===== config.mk =====
export PLATFORM = sky130hd
export DESIGN_NAME = bcd_con_signo
export DESIGN_NICKNAME = d
export VERILOG_FILES = /design/src/rtl/booth_pkg.sv /design/src/rtl/ajuste_bcd_digito.sv /design/src/rtl/bcd_con_signo.sv
export SDC_FILE = /design/constraint.sdc
export NUM_CORES = 1
export LEC_CHECK = 0
export CAP_MARGIN = 20
export CORE_UTILIZATION = 56
export CTS_BUF_LIST = sky130_fd_sc_hd__clkbuf_8 sky130_fd_sc_hd__clkbuf_16
export DETAILED_ROUTE_END_ITERATION = 7
export PLACE_DENSITY = 0.83
export SYNTH_ARGS = -nofsm -noshare
export SYNTH_HDL_FRONTEND = slang
export SYNTH_HIERARCHICAL = 1
export SYNTH_SLANG_ARGS = --single-unit

===== constraint.sdc =====
create_clock -name CLK100MHZ -period 2.31 [get_ports CLK100MHZ]
set_clock_uncertainty 0.05 [all_clocks]
set_input_delay 0.3465 -clock CLK100MHZ [delete_from_list [all_inputs] [get_ports CLK100MHZ]]
set_output_delay 0.3465 -clock CLK100MHZ [all_outputs]
set_load 0.01 [all_outputs]

===== src/rtl/booth_pkg.sv =====
// Types and widths shared by the Booth multiplier datapath, the BCD converter
// and the 7-segment display driver.
package booth_pkg;

  localparam int unsigned PRODUCTO_W  = 16;
  localparam int unsigned BCD_DIGITOS = 5;

  typedef enum logic [1:0] {
    IDLE  = 2'd0,
    SHIFT = 2'd1,
    FIN   = 2'd2
  } estado_bcd_t;

endpackage


===== src/rtl/ajuste_bcd_digito.sv =====
// Double-dabble add-3 correction for a single BCD digit (purely combinational).
module ajuste_bcd_digito (
  input  logic [3:0] digito_i,
  output logic [3:0] ajustado_c_o
);

  assign ajustado_c_o = (digito_i >= 4'd5) ? (digito_i + 4'd3) : digito_i;

endmodule


===== src/rtl/bcd_con_signo.sv =====
// Sequential signed binary-to-BCD converter: one double-dabble step per clock,
// magnitude in packed BCD with the sign reported separately.
module bcd_con_signo
  import booth_pkg::*;
#(
  parameter int unsigned WIDTH  = PRODUCTO_W,
  parameter int unsigned DIGITS = BCD_DIGITOS
) (
  input  logic                  CLK100MHZ,
  input  logic                  reset,
  input  logic                  start,
  input  logic [WIDTH-1:0]      producto,
  output logic                  busy,
  output logic                  done,
  output logic                  signo,
  output logic [DIGITS*4-1:0]   bcd
);

  localparam int unsigned BCD_W = DIGITS * 4;
  localparam int unsigned CNT_W = $clog2(WIDTH + 1);
  localparam int unsigned CAT_W = BCD_W + WIDTH;

  estado_bcd_t        estado_q, estado_d;
  logic [WIDTH-1:0]   mag_q, mag_d;
  logic [BCD_W-1:0]   scratch_q, scratch_d;
  logic [CNT_W-1:0]   cnt_q, cnt_d;
  logic               signo_r_q, signo_r_d;
  logic               busy_q, busy_d;
  logic               done_q, done_d;
  logic               signo_q, signo_d;
  logic [BCD_W-1:0]   bcd_q, bcd_d;

  logic [BCD_W-1:0]   ajustado_c;
  logic [WIDTH-1:0]   mag_abs_c;
  logic [CAT_W-1:0]   desplazado_c;

  // Two's-complement magnitude; the most negative value maps to 2^(WIDTH-1) unsigned.
  assign mag_abs_c = producto[WIDTH-1] ? (~producto + WIDTH'(1)) : producto;

  for (genvar g = 0; g < int'(DIGITS); g++) begin : g_ajuste
    ajuste_bcd_digito u_ajuste (
      .digito_i     (scratch_q[g*4 +: 4]),
      .ajustado_c_o (ajustado_c[g*4 +: 4])
    );
  end

  assign desplazado_c = {ajustado_c, mag_q} << 1;

  // Next-state and output logic.
  always_comb begin
    estado_d  = estado_q;
    mag_d     = mag_q;
    scratch_d = scratch_q;
    cnt_d     = cnt_q;
    signo_r_d = signo_r_q;
    busy_d    = busy_q;
    done_d    = 1'b0;
    signo_d   = signo_q;
    bcd_d     = bcd_q;

    case (estado_q)
      IDLE: begin
        // A start landing in the done cycle belongs to FIN and is dropped.
        if (start && !done_q) begin
          signo_r_d = producto[WIDTH-1];
          mag_d     = mag_abs_c;
          scratch_d = '0;
          cnt_d     = '0;
          busy_d    = 1'b1;
          estado_d  = SHIFT;
        end
      end
      SHIFT: begin
        scratch_d = desplazado_c[CAT_W-1:WIDTH];
        mag_d     = desplazado_c[WIDTH-1:0];
        cnt_d     = cnt_q + CNT_W'(1);
        if (cnt_q == CNT_W'(WIDTH - 1)) begin
          estado_d = FIN;
        end
      end
      FIN: begin
        bcd_d    = scratch_q;
        signo_d  = signo_r_q;
        done_d   = 1'b1;
        busy_d   = 1'b0;
        estado_d = IDLE;
      end
      default: begin
        estado_d = IDLE;
      end
    endcase
  end

  always_ff @(posedge CLK100MHZ or negedge reset) begin
    if (!reset) begin
      estado_q  <= IDLE;
      mag_q     <= '0;
      scratch_q <= '0;
      cnt_q     <= '0;
      signo_r_q <= 1'b0;
      busy_q    <= 1'b0;
      done_q    <= 1'b0;
      signo_q   <= 1'b0;
      bcd_q     <= '0;
    end else begin
      estado_q  <= estado_d;
      mag_q     <= mag_d;
      scratch_q <= scratch_d;
      cnt_q     <= cnt_d;
      signo_r_q <= signo_r_d;
      busy_q    <= busy_d;
      done_q    <= done_d;
      signo_q   <= signo_d;
      bcd_q     <= bcd_d;
    end
  end

  assign busy  = busy_q;
  assign done  = done_q;
  assign signo = signo_q;
  assign bcd   = bcd_q;

endmodule


==> impl_metrics.csv <==
group,metric,value,unit
status,outcome,"complete, no violations",
sta,final_max_slew_viol_count,0,
synth,avgSynthCellArea,9.81,sq um
drt,wl_per_cell,13.4,um
cells_and_area,fin_nets,442,
clock_network,clock_latency,0.35,ns
drt,final_antenna_net_count,0,
sta,worst_slew_pin_slew,1.03,ns
critical_path,crit_type,"primary input to register",
grt,overflow,0,
die,core_area,5990,sq um
critical_path,crit_path_cell_trace,"clkdlybuf4s50_1, inv_1, ha_1, or3b_2, o41ai_4, xor2_1, o21ai_1",
clock_network,cts.sinks,67,
critical_path,endpoint_kind,"register",
sta,slew_headroom,30.9,%
sta,grt_setup_unrepaired,"false",
grt,grt_max_degree,68,
clock_network,root_buffer,"clkbuf_8",
sta,finalSetupViolations,0,
sta,finalHoldViolations,0,
grt,grt_pass1_wl,11400,um
drt,dr.pass1.iters,4,
placement,gp_congestion,0.817,
drt,drc,0,
clock_network,cts_buffers,9,
critical_path,crit_required,2.49,ns
critical_path,cp_max_fo,4,
synth,yosysWarnings,6,
cells_and_area,diodes,0,
drt,vias,2724,
cells_and_area,fill_cells,431,
drt,wirelength,6560,um
placement,dp_hpwl,4500,um
sta,fin_ws,0.358,ns
die,initial_utilization,58.8,%
pwr,max-vdd-ir-drop,0.726,mV
sta,fmax,0.512,GHz
die,num_rows,28,
drt,drt_first_iter_violations,148,
pwr,p_leak,1.98,nW
die,io_pins,42,
critical_path,critical_path.slowest_cell,"or3b_2",
cells_and_area,multiInputGateArea,1720,sq um
flow_run,drv_cap,0,
critical_path,critPathBufInv,2,
die,die_h,81.3,um
synth,syn_inst,359,
cells_and_area,final_util,71.4,%
clock_network,cts-htree-levels,3,
cells_and_area,register_area,1680,sq um
sta,period_share,84.5,%
clock_network,cts_setup_buffers,0,
pwr,p_per_area,1240,nW/um^2
grt,grt_usage,22.9,%
clock_network,cts_buffer_depth,2,
placement,place_ws,-0.00647,ns
clock_network,post_cts_resized,0,
die,die_x,81.3,um
clock_network,cts_tree,"yes",
grt,grt_pass1_vias,2564,
critical_path,path_delay_family,"simple AND/OR/NAND/NOR gates",
hold_path,hp-class,"register to register",
clock_network,path_clk_slew,0.07,ns
synth,syn_nets,391,
synth,netlist_area,3520,sq um
cells_and_area,fin_cells,490,
critical_path,worstSetupStartpointType,"primary input",
pwr,fin_total_pwr,5.31,mW
placement,place_inst,473,
sta,final.min_clock_period,1.95,ns
critical_path,crit_arrival,2.13,ns
cells_and_area,layout-drive-gt1-share,15.7,%
placement,port_buffers,41,
cells_and_area,areaGrowthSynthToFinish,21.5,%
die,dieArea,6610,sq um
drt,viasPerCell,5.56,
grt,antenna_found_initial,0,
sta,final.setup.tns,0,ns
critical_path,cpPeakStageDelay,0.52,ns
-- repair_timing --
action                                 CTS  global route
hold buffers                             1             0
endpoints found under the hold margin   67             0
setup endpoints to repair                0             0
-- power breakdown --
part	internal [mW]	total [mW]	switching (mW)
clock network	0.511	0.929	0.419
registers	1.70	2.12	0.418
logic	1.11	2.27	1.15
total	3.32	5.31	1.99
-- metal layers --
metal  vias up  wire length, um  GRT usage, %  part of all wire (%)
li1       1339                -             -                     -
met1      1323             3110          29.7                    47
met2        52             3140          36.8                    48
met3        10              197          5.39                   3.0
met4         0              108          9.11                   1.6
met5         -                0             0                     0
-- through the flow --
step           hold slack [ns]  instance area [sq um]
6_report                 0.423                   4280
5_1_grt                  0.467                   4280
4_1_cts                  0.424                   4280
3_5_place_dp             0.342                   4080
3_3_place_gp             0.343                   4080
2_1_floorplan         0.000909                   3520
-- worst reg2reg max path, cell delays in order (launching register included) --
cell and delay (ns):
dfrtp_1 0.42, or4b_1 0.72, nor2_1 0.39, a22oi_1 0.12
o211ai_1 0.14
-- path summary, 6_finish.rpt --
check / cells after the start / to / slack (ns) / startpoint
min in group asynchronous: 3 / bcd[2] / 0.49 / reset
setup / recovery: 7 / mag_q[14] / 0.36 / producto[0]
hold reg to reg: 2 / signo_r_q / 0.42 / signo_r_q
setup reg to reg: 4 / mag_q[10] / 0.40 / estado_q[1]
hold / removal: 2 / signo_r_q / 0.42 / signo_r_q
max in group asynchronous: 3 / estado_q[1] / 1.43 / reset
-- flip-flops by register name, summed over array words and instances, names as in the netlist --
name / cells
bcd: 20
busy: 1
cnt_q: 5
done: 1
estado_q: 2
mag_q: 16
scratch_q: 20
signo: 1
signo_r_q: 1
-- placed cells by master, fill, tap and decap left out, types with 11 or more instances in the layout --
master	n
o21ai_0	20
clkdlybuf4s50_1	40
mux2i_1	12
buf_4	15
ha_1	13
dfrtp_1	67
a22oi_1	13
nand3_1	25
mux2_2	21
inv_1	18
nand2_1	74
nand2b_1	11
-- final cells by class --
class	count	share of cell area, %
clock buffers	10	3.22
clock inverters	6	1.17
inverters	14	1.23
multi-input cells	260	40.2
flip-flops and latches	67	39.2
well taps	75	2.19
repair buffers	58	12.8
(Power assumes the default switching activity.)
